--- config.mk ---
export PLATFORM = sky130hd
export DESIGN_NAME = layer_arbiter_flat
export DESIGN_NICKNAME = d
export VERILOG_FILES = /design/src/rtl/vga_game_pkg.sv /design/src/rtl/layer_arbiter_if.sv /design/src/rtl/layer_arbiter_coll_tracker.sv /design/src/rtl/layer_arbiter.sv /design/src/flat_wrapper.sv
export SDC_FILE = /design/constraint.sdc
export NUM_CORES = 1
export LEC_CHECK = 0
export CAP_MARGIN = 5
export CORE_MARGIN = 10
export CORE_UTILIZATION = 33
export DETAILED_ROUTE_END_ITERATION = 8
export GPL_ROUTABILITY_DRIVEN = 0
export GPL_TIMING_DRIVEN = 0
export PLACE_DENSITY = 0.81
export SLEW_MARGIN = 20
export SYNTH_ARGS = -nofsm -noshare
export SYNTH_HDL_FRONTEND = slang
export SYNTH_SLANG_ARGS = --single-unit
--- constraint.sdc ---
create_clock -name clk -period 1.6 [get_ports clk]
set_clock_uncertainty 0.1 [all_clocks]
set_input_delay 0.16 -clock clk [delete_from_list [all_inputs] [get_ports clk]]
set_output_delay 0.16 -clock clk [all_outputs]
set_load 0.02 [all_outputs]
--- src/rtl/vga_game_pkg.sv ---
`default_nettype none
// ============================================================================
// vga_game_pkg : game-state codes, default VGA timing and pixel types
// Rev 1.0
// ============================================================================
package vga_game_pkg;

  typedef logic [11:0] rgb_t;

  localparam logic [2:0] ST_MENU = 3'b000;
  localparam logic [2:0] ST_RUN  = 3'b001;
  localparam logic [2:0] ST_DEAD = 3'b100;

  localparam int DEF_H_SYNC      = 96;
  localparam int DEF_V_SYNC      = 2;
  localparam int DEF_H_VIS_START = 144;
  localparam int DEF_H_VIS_END   = 784;
  localparam int DEF_V_VIS_START = 35;
  localparam int DEF_V_VIS_END   = 515;

  typedef enum logic [0:0] {
    IDLE   = 1'b0,
    SYNCED = 1'b1
  } arb_state_e;

endpackage : vga_game_pkg
`default_nettype wire

--- src/rtl/layer_arbiter_if.sv ---
`default_nettype none
// ============================================================================
// layer_arbiter_if : raster, sprite-source and VGA-pin bundle of layer_arbiter
// Rev 1.0
// ============================================================================
interface layer_arbiter_if;
  import vga_game_pkg::*;

  logic [15:0] Hcount;
  logic [15:0] Vcount;
  logic [2:0]  gameState;
  rgb_t        menu_rgb;
  rgb_t        over_rgb;
  logic        dino_vld;
  logic        obst_vld;
  logic        gnd_vld;
  rgb_t        dino_rgb;
  rgb_t        obst_rgb;
  rgb_t        gnd_rgb;
  logic [3:0]  Red;
  logic [3:0]  Green;
  logic [3:0]  Blue;
  logic        Hsynq;
  logic        Vsynq;
  logic        collided;
  logic        frame_start;

  // master: raster counters / sprite generators side
  modport master (
    output Hcount, Vcount, gameState, menu_rgb, over_rgb,
           dino_vld, obst_vld, gnd_vld, dino_rgb, obst_rgb, gnd_rgb,
    input  Red, Green, Blue, Hsynq, Vsynq, collided, frame_start
  );

  modport slave (
    input  Hcount, Vcount, gameState, menu_rgb, over_rgb,
           dino_vld, obst_vld, gnd_vld, dino_rgb, obst_rgb, gnd_rgb,
    output Red, Green, Blue, Hsynq, Vsynq, collided, frame_start
  );

endinterface : layer_arbiter_if
`default_nettype wire

--- src/rtl/layer_arbiter_coll_tracker.sv ---
`default_nettype none
// ============================================================================
// coll_tracker : counts consecutive frames with dino/obstacle overlap
// Rev 1.0
// ============================================================================
module coll_tracker #(
  parameter int COLL_FRAMES = 1
) (
  input  wire logic clk,
  input  wire logic resetButton,
  input  wire logic frame_tick,
  input  wire logic run_next,
  input  wire logic pix_overlap,
  output logic      collided
);

  localparam logic [3:0] c_coll_frames = 4'(COLL_FRAMES);

  logic       r_ovl;
  logic [3:0] r_cnt;
  logic       r_collided;
  logic [3:0] w_cnt_next;

  // Leaving the run state always forgets any partial collision history
  always_comb begin
    w_cnt_next = '0;
    if (run_next && r_ovl) begin
      w_cnt_next = (r_cnt >= c_coll_frames) ? c_coll_frames : r_cnt + 4'd1;
    end
  end

  always_ff @(posedge clk) begin
    if (!resetButton) begin
      r_ovl      <= 1'b0;
      r_cnt      <= '0;
      r_collided <= 1'b0;
    end else if (frame_tick) begin
      r_cnt      <= w_cnt_next;
      r_collided <= run_next && (w_cnt_next == c_coll_frames);
      r_ovl      <= 1'b0;
    end else if (pix_overlap) begin
      r_ovl <= 1'b1;
    end
  end

  assign collided = r_collided;

endmodule : coll_tracker
`default_nettype wire

--- src/rtl/layer_arbiter.sv ---
`default_nettype none
// ============================================================================
// layer_arbiter : per-pixel RGB layer priority, 2-stage pipe, collision flag
// Optional macro COLLISION_HIGHLIGHT_EN paints overlap pixels red. Rev 1.0
// ============================================================================
module layer_arbiter
  import vga_game_pkg::*;
#(
  parameter int   H_SYNC      = DEF_H_SYNC,
  parameter int   V_SYNC      = DEF_V_SYNC,
  parameter int   H_VIS_START = DEF_H_VIS_START,
  parameter int   H_VIS_END   = DEF_H_VIS_END,
  parameter int   V_VIS_START = DEF_V_VIS_START,
  parameter int   V_VIS_END   = DEF_V_VIS_END,
  parameter int   COLL_FRAMES = 1,
  parameter rgb_t BG_RGB      = 12'hFFF
) (
  input wire logic       clk,
  input wire logic       resetButton,
  layer_arbiter_if.slave bus
);

  localparam logic [15:0] c_h_sync      = 16'(H_SYNC);
  localparam logic [15:0] c_v_sync      = 16'(V_SYNC);
  localparam logic [15:0] c_h_vis_start = 16'(H_VIS_START);
  localparam logic [15:0] c_h_vis_end   = 16'(H_VIS_END);
  localparam logic [15:0] c_v_vis_start = 16'(V_VIS_START);
  localparam logic [15:0] c_v_vis_end   = 16'(V_VIS_END);
`ifdef COLLISION_HIGHLIGHT_EN
  localparam rgb_t        c_highlight   = 12'hF00;
`endif

  arb_state_e r_state;
  logic [2:0] r_frame_state;
  logic       r_frame_start;
  rgb_t       r_s1_rgb;
  logic       r_s1_hs;
  logic       r_s1_vs;
  rgb_t       r_rgb;
  logic       r_hs;
  logic       r_vs;

  logic w_frame_start;
  logic w_visible;
  logic w_overlap;
  logic w_run_pix;
  logic w_collided;
  rgb_t w_pix;

  assign w_frame_start = (bus.Hcount == 16'd0) && (bus.Vcount == 16'd0);
  assign w_visible     = (bus.Hcount >= c_h_vis_start) && (bus.Hcount < c_h_vis_end) &&
                         (bus.Vcount >= c_v_vis_start) && (bus.Vcount < c_v_vis_end);
  assign w_overlap     = bus.dino_vld && bus.obst_vld;
  assign w_run_pix     = (r_state == SYNCED) && w_visible && (r_frame_state == ST_RUN);

  always_comb begin
    w_pix = '0;
    if ((r_state == SYNCED) && w_visible) begin
      case (r_frame_state)
        ST_MENU: w_pix = bus.menu_rgb;
        ST_DEAD: w_pix = bus.over_rgb;
        ST_RUN: begin
          if (bus.obst_vld)      w_pix = bus.obst_rgb;
          else if (bus.dino_vld) w_pix = bus.dino_rgb;
          else if (bus.gnd_vld)  w_pix = bus.gnd_rgb;
          else                   w_pix = BG_RGB;
`ifdef COLLISION_HIGHLIGHT_EN
          if (w_overlap) w_pix = c_highlight;
`endif
        end
        default: w_pix = BG_RGB;
      endcase
    end
  end

  // Frame state is only sampled on the (0,0) pixel so a frame never tears
  always_ff @(posedge clk) begin
    if (!resetButton) begin
      r_state       <= IDLE;
      r_frame_state <= ST_MENU;
      r_frame_start <= 1'b0;
      r_s1_rgb      <= '0;
      r_s1_hs       <= 1'b0;
      r_s1_vs       <= 1'b0;
      r_rgb         <= '0;
      r_hs          <= 1'b0;
      r_vs          <= 1'b0;
    end else begin
      case (r_state)
        IDLE: begin
          if (w_frame_start) begin
            r_state       <= SYNCED;
            r_frame_state <= bus.gameState;
          end
        end
        SYNCED: begin
          if (w_frame_start) r_frame_state <= bus.gameState;
        end
      endcase
      r_frame_start <= w_frame_start;
      r_s1_rgb      <= w_pix;
      r_s1_hs       <= (bus.Hcount < c_h_sync);
      r_s1_vs       <= (bus.Vcount < c_v_sync);
      r_rgb         <= r_s1_rgb;
      r_hs          <= r_s1_hs;
      r_vs          <= r_s1_vs;
    end
  end

  coll_tracker #(
    .COLL_FRAMES (COLL_FRAMES)
  ) u_coll_tracker (
    .clk         (clk),
    .resetButton (resetButton),
    .frame_tick  ((r_state == SYNCED) && w_frame_start),
    .run_next    (bus.gameState == ST_RUN),
    .pix_overlap (w_run_pix && w_overlap),
    .collided    (w_collided)
  );

  assign bus.Red         = r_rgb[11:8];
  assign bus.Green       = r_rgb[7:4];
  assign bus.Blue        = r_rgb[3:0];
  assign bus.Hsynq       = r_hs;
  assign bus.Vsynq       = r_vs;
  assign bus.frame_start = r_frame_start;
  assign bus.collided    = w_collided;

endmodule : layer_arbiter
`default_nettype wire

--- src/flat_wrapper.sv ---
// flat-port wrapper written by rule: the top's interface ports become plain ports
module layer_arbiter_flat import vga_game_pkg::*;
#(
  parameter int   H_SYNC      = DEF_H_SYNC,
  parameter int   V_SYNC      = DEF_V_SYNC,
  parameter int   H_VIS_START = DEF_H_VIS_START,
  parameter int   H_VIS_END   = DEF_H_VIS_END,
  parameter int   V_VIS_START = DEF_V_VIS_START,
  parameter int   V_VIS_END   = DEF_V_VIS_END,
  parameter int   COLL_FRAMES = 1,
  parameter rgb_t BG_RGB      = 12'hFFF
)
  (clk, resetButton, bus_Hcount, bus_Vcount, bus_gameState, bus_menu_rgb, bus_over_rgb, bus_dino_vld, bus_obst_vld, bus_gnd_vld, bus_dino_rgb, bus_obst_rgb, bus_gnd_rgb, bus_Red, bus_Green, bus_Blue, bus_Hsynq, bus_Vsynq, bus_collided, bus_frame_start);
  layer_arbiter_if bus_i ();
  input wire logic clk;
  input wire logic resetButton;
  input wire logic [$bits(bus_i.Hcount)-1:0] bus_Hcount;
  input wire logic [$bits(bus_i.Vcount)-1:0] bus_Vcount;
  input wire logic [$bits(bus_i.gameState)-1:0] bus_gameState;
  input wire logic [$bits(bus_i.menu_rgb)-1:0] bus_menu_rgb;
  input wire logic [$bits(bus_i.over_rgb)-1:0] bus_over_rgb;
  input wire logic [$bits(bus_i.dino_vld)-1:0] bus_dino_vld;
  input wire logic [$bits(bus_i.obst_vld)-1:0] bus_obst_vld;
  input wire logic [$bits(bus_i.gnd_vld)-1:0] bus_gnd_vld;
  input wire logic [$bits(bus_i.dino_rgb)-1:0] bus_dino_rgb;
  input wire logic [$bits(bus_i.obst_rgb)-1:0] bus_obst_rgb;
  input wire logic [$bits(bus_i.gnd_rgb)-1:0] bus_gnd_rgb;
  output wire logic [$bits(bus_i.Red)-1:0] bus_Red;
  output wire logic [$bits(bus_i.Green)-1:0] bus_Green;
  output wire logic [$bits(bus_i.Blue)-1:0] bus_Blue;
  output wire logic [$bits(bus_i.Hsynq)-1:0] bus_Hsynq;
  output wire logic [$bits(bus_i.Vsynq)-1:0] bus_Vsynq;
  output wire logic [$bits(bus_i.collided)-1:0] bus_collided;
  output wire logic [$bits(bus_i.frame_start)-1:0] bus_frame_start;
  assign bus_i.Hcount = bus_Hcount;
  assign bus_i.Vcount = bus_Vcount;
  assign bus_i.gameState = bus_gameState;
  assign bus_i.menu_rgb = bus_menu_rgb;
  assign bus_i.over_rgb = bus_over_rgb;
  assign bus_i.dino_vld = bus_dino_vld;
  assign bus_i.obst_vld = bus_obst_vld;
  assign bus_i.gnd_vld = bus_gnd_vld;
  assign bus_i.dino_rgb = bus_dino_rgb;
  assign bus_i.obst_rgb = bus_obst_rgb;
  assign bus_i.gnd_rgb = bus_gnd_rgb;
  assign bus_Red = bus_i.Red;
  assign bus_Green = bus_i.Green;
  assign bus_Blue = bus_i.Blue;
  assign bus_Hsynq = bus_i.Hsynq;
  assign bus_Vsynq = bus_i.Vsynq;
  assign bus_collided = bus_i.collided;
  assign bus_frame_start = bus_i.frame_start;
  layer_arbiter #(.H_SYNC(H_SYNC), .V_SYNC(V_SYNC), .H_VIS_START(H_VIS_START), .H_VIS_END(H_VIS_END), .V_VIS_START(V_VIS_START), .V_VIS_END(V_VIS_END), .COLL_FRAMES(COLL_FRAMES), .BG_RGB(BG_RGB)) u_core (.clk(clk), .resetButton(resetButton), .bus(bus_i));
endmodule
## After elaboration in Yosys (flattened, before gate mapping)

Index checks and enable logic that the tools add are counted.

| storage, ports and cells | value |
|---|---|
| bits in registers | 39 |
| output and inout port bits | 16 |
| logic and storage cells | 50 |

| cells by class | value |
|---|---|
| add/sub/neg operators | 1 |
| $lt $le $gt $ge | 7 |
| equality and inequality tests | 4 |
| muxes and demuxes | 9 |
| bitwise logic cells | 1 |
| reductions and logical operators | 16 |

Operator list:

| cell | count |
|---|---|
| 2-to-1 mux 12 bit | 3 |
| one-hot mux 12 bit (3 select lines) | 1 |
| zero test 16 bit | 2 |
| less-than comparator 16 x 10 -> 1 bit, second input constant | 2 |
| greater-or-equal comparator 16 x 6 -> 1 bit, second input constant | 1 |
| greater-or-equal comparator 16 x 8 -> 1 bit, second input constant | 1 |
| less-than comparator 16 x 2 -> 1 bit, second input constant | 1 |
| less-than comparator 16 x 7 -> 1 bit, second input constant | 1 |
| logical AND 1 bit | 11 |
| 2-to-1 mux 4 bit | 2 |
| == test 3 x 1 -> 1 bit, second input constant | 2 |
| adder 4 x 1 -> 4 bit, second input constant | 1 |
| == test 4 x 1 -> 1 bit, second input constant | 1 |
| greater-or-equal comparator 4 x 1 -> 1 bit, second input constant | 1 |
| == test 3 bit, second input constant | 1 |
| zero test 3 bit | 1 |
| 2-to-1 mux 3 bit | 1 |
| 2-to-1 mux 1 bit | 2 |
| AND reduction 2 bit | 1 |
| OR reduction 2 bit | 1 |
| inverter 1 bit | 1 |

## Longest topological paths before layout

| logic depth | value |
|---|---|
| word-level depth | 7 |
| mapped depth | 6 |
| gate-level depth less buffers | 6 |

## Cells and area by module

Synthesis repeated with hierarchy kept, for this count alone.

| second synthesis, totals | value |
|---|---|
| cell total of the unflattened synthesis | 240 |
| area, all modules | 2,103.3 um^2 |

By module, submodules not included:

| module | instances | cells an instance | area an instance (um^2) | seq. area each (um^2) |
|---|---|---|---|---|
| layer_arbiter | 1 | 216 | 1,829.3 | 660.6 |
| coll_tracker | 1 | 24 | 274.0 | 120.1 |

## Worst setup path before layout

OpenSTA, ideal clock, no wires.

| path | value |
|---|---|
| path type | in2reg |
| start | in bus_Vcount[8] |
| end | reg u_core.u_coll_tracker.r_cnt[3] |
| setup time | 0.115 ns |
| arrival time | 1.513 ns |
| data required time | 1.385 ns |
| setup slack | -0.128 ns |
| stages on the path | 4 |
| buffers on the path | 0 |
| path through | or4_4 -> nor4_4 -> nand2_4 -> and3_1 |

| between the ends | value |
|---|---|
| cells in the longest elaborated chain, start to end | 3 |

RTL lines:

| element | RTL line | text |
|---|---|---|
| from (decl) | flat_wrapper.sv:18 | `input wire logic [$bits(bus_i.Vcount)-1:0] bus_Vcount;` |
| zero test 16 bit | layer_arbiter.sv:50 | `assign w_frame_start = (bus.Hcount == 16'd0) && (bus.Vcount == 16'd0);` |
| logical AND 1 bit | layer_arbiter.sv:50 |  |
| logical AND 1 bit | layer_arbiter.sv:115 | `.frame_tick ((r_state == SYNCED) && w_frame_start),` |
| to (signal assigned) | layer_arbiter_coll_tracker.sv:38 | `r_cnt <= w_cnt_next;` |
| to (decl) | layer_arbiter_coll_tracker.sv:20 | `logic [3:0] r_cnt;` |

Every way passes these cells.
A chain may end at the register's enable or synchronous reset.

## Final worst setup path

| path | value |
|---|---|
| start | in bus_Vcount[13] |
| end | reg u_core.r_s1_vs |

| between the ends | value |
|---|---|
| cells in the longest elaborated chain, start to end | 1 |

RTL lines:

| element | RTL line | text |
|---|---|---|
| less-than comparator 16 x 2 -> 1 bit | layer_arbiter.sv:103 | `r_s1_vs <= (bus.Vcount < c_v_sync);` |
| to (signal assigned) | layer_arbiter.sv:103 |  |
| to (decl) | layer_arbiter.sv:38 | `logic r_s1_vs;` |

Every way passes these cells.

==> impl_metrics.yaml <==
power_and_ir_drop:
  p_int_mw: 1.72
  p_leak_nw: 1.47
  power_frac_comb_pct: 17.1
  switchingPower_uw: 474
  clkPwrFrac_pct: 38.7
  p_per_area_nw_per_um2: 624
  totalPowerFinal_mw: 2.19
  ir_drop_mv: 0.503
  p_sw_share_pct: 21.6
  seqPwrFrac_pct: 44.2
layout:
  final_common_cell: "clkdlybuf4s50_1"
  area_growth_pct: 87.4
  drive_above_1_share_pct: 18.1
  fin_nets: 455
  diodes: 0
  layout_common_cells: "clkdlybuf4s50_1, dfxtp_1, nand2_1"
  n_fill_cell: 439
placed_design:
  dpl.hpwl_um: 5470
  post-place-ws_ns: -0.679
  io_buffers: 114
setup_path:
  worst_ep_arrival_time_ns: 1.72
  crit_start: "bus_Vcount[13]"
  reg2reg_from: "u_core.r_frame_state[2]$_SDFFE_PN0P_"
  cp-end-kind: "flip-flop"
  setup.worst_path.class: "in -> reg"
  critPathRequiredTime_ns: 1.71
  startpoint_type: "primary input"
  crit_fanout: 2
synthesis:
  avgSynthCellArea_um2: 8.49
  synth_nets: 324
  ys_warn_count: 0
  ys_ff_latch: 39
  syn_area_um2: 1880
  synth.distinct_cells: 35
  syn_inst: 221
  ys_seq_area_share_pct: 41.6
grt:
  grt_pass1_vias: 2250
  grtUsageMet1_pct: 15.5
  grt-ovfl-total: 0
  grt_pass1_wl_um: 10600
  grt.met3_usage_pct: 4.16
  grt_usage_pct: 14.8
  antenna_found_initial: 0
  grt_max_degree: 13
  busiest_layer: "met2"
  use_met2_pct: 26.4
outcome:
  status: "finished, violations left"
  violations: "negative setup slack"
timing:
  whs_ns: 0.107
  fin_crit_ns: 1.60
  worst_slew_pin_slew_ns: 0.659
  finalHoldViolCount: 0
  clock.fmax_mhz: 624
  worst_slack_ns: -0.00244
  slew_headroom_pct: 55.5
  setup_violations: 1
  period_share_pct: 100
  drv_slew: 0
  tns_ns: -0.00244
clock_network:
  cts_inserted_buffers: 5
  cts_tree: "yes"
  cts_buffer_depth: 2
  htree_levels: 2
  cts_sinks: 39
  root_buffer: "clkbuf_8"
  clock_latency_ns: 0.29
  clk_pin_slew_ns: 0.08
  hold_buffers: 0
floorplanning:
  dieArea_um2: 9100
  io_pins: 116
  start_util_pct: 34.1
  die_y_um: 95.4
  core_area_um2: 5510
  die_x_um: 95.4
  rows: 27
routing:
  vias: 2130
  drc_errors: 0
  viasPerCell: 5.01
  drtIter0Drc: 57
  wirelength_um: 7310
  postRouteAntennaNets: 0
  firstDrtPassIters: 4
  detail_route.wl_per_cell_um: 17.2
min_path:
  min_path_type: "in -> reg"
  min_from: "bus_Vcount[8]"
run:
  max-cap-violations: 0
-- critical path: stages --
cell	delay, ns
dlygate4sd2_1	0.25
nor4_4	0.24
nand4_1	0.23
buf_4	0.21
buf_4	0.12
buf_4	0.12
buf_4	0.12
buf_4	0.12
nor3_1	0.14
-- synth_stat cells --
library cell,count,area [µm²]
ha_1,3,37.5
nor2_1,22,82.6
nand3_1,5,25.0
o21ai_0,1,5.00
nor4b_1,1,8.76
mux2i_1,7,70.1
o31ai_1,1,7.51
a41o_1,1,10.0
or4_2,1,8.76
or4_4,1,11.3
o311ai_0,1,8.76
nor4_2,1,12.5
o22ai_1,11,68.8
a2111o_1,1,11.3
nor4_1,5,31.3
nor3b_1,1,7.51
nor2b_1,13,81.3
a211o_1,12,105
buf_2,1,5.00
nand2b_1,1,6.26
nand2_4,1,11.3
nor4_4,1,21.3
buf_1,1,3.75
a21oi_1,14,70.1
nor3_1,4,20.0
inv_1,5,18.8
o211ai_1,12,90.1
and3_1,2,12.5
nand4_1,2,12.5
and2_2,1,7.51
and2_1,14,87.6
nand2_1,23,86.3
dfxtp_1,39,781
a211oi_1,1,7.51
clkbuf_1,11,41.3
-- cell families (layout without fill, tap and decap cells) --
family	after synthesis	in the layout	synth area share, %
simple gates	99	99	28.5
fa+ha+maj	3	3	2.00
mux	7	7	3.74
compound gates	55	55	20.5
buf+inv	18	150	3.67
flops	39	39	41.6
-- layout make-up --
cell class / instances / area, µm² / area share, %
flip-flops and latches: 39 / 782 / 22.2
inverters: 5 / 18.8 / 0.534
repair buffers: 125 / 1220 / 34.8
plain buffers: 12 / 60.1 / 1.71
clock buffers: 6 / 82.6 / 2.35
multi-input cells: 164 / 1220 / 34.8
clock inverters: 2 / 35.0 / 0.997
well taps: 72 / 90.1 / 2.56
-- power by group through the flow --
stage / registers, mW / clock network, mW / logic [mW]
after floorplan: 0.993 / 0 / 0.0917
after global placement: 0.992 / 0 / 0.356
after detailed placement: 0.992 / 0 / 0.361
after CTS: 0.970 / 0.854 / 0.353
after global routing: 0.969 / 0.897 / 0.403
final: 0.970 / 0.848 / 0.375
-- per-stage QoR --
| stage | area [µm²] | instances | util (%) |
|---|---|---|---|
| after floorplan | 1900 | 221 | - |
| after global placement | 3130 | 407 | 56.9 |
| after detailed placement | 3130 | 407 | 56.9 |
| after CTS | 3350 | 424 | 60.8 |
| after global routing | 3510 | 425 | 63.8 |
| final | 3510 | 425 | 63.8 |
-- registers in the layout, summed over array words and instances, names as in the netlist --
name                            count
u_core.u_coll_tracker.r_cnt         4
u_core.r_s1_rgb                    12
u_core.bus.frame_start              1
u_core.r_frame_state                3
u_core.r_rgb                       12
u_core.bus.Vsynq                    1
u_core.u_coll_tracker.collided      1
u_core.u_coll_tracker.r_ovl         1
u_core.r_s1_hs                      1
u_core.r_state                      1
u_core.bus.Hsynq                    1
u_core.r_s1_vs                      1
-- path summary, 6_finish.rpt --
kind / end / slack [ns] / cells after the start
worst max-delay path: u_core.r_s1_vs$_SDFF_PN0_ / -0.002 / 9
worst min-delay path: u_core.r_s1_vs$_SDFF_PN0_ / 0.11 / 3
worst max register to register: u_core.r_s1_rgb[6]$_SDFF_PN0_ / 0.07 / 5
worst min register to register: u_core.r_rgb[5]$_SDFF_PN0_ / 0.33 / 1
-- repair_timing --
action / in CTS / in global routing
setup buffers: 9 / 1
cloned: 1 / 0
gates resized for setup: 33 / 57
endpoints found under the setup margin: 23 / 23
pin swaps: 14 / 20
-- metal layers --
layer	vias up	share of wire [%]	routed length, µm
met2	76	53	3870
met4	0	3.0	221
met1	986	38	2760
li1	1052	-	-
met3	16	6.2	451
met5	-	0	0
No activity file was read; power rests on OpenSTA's default activity.
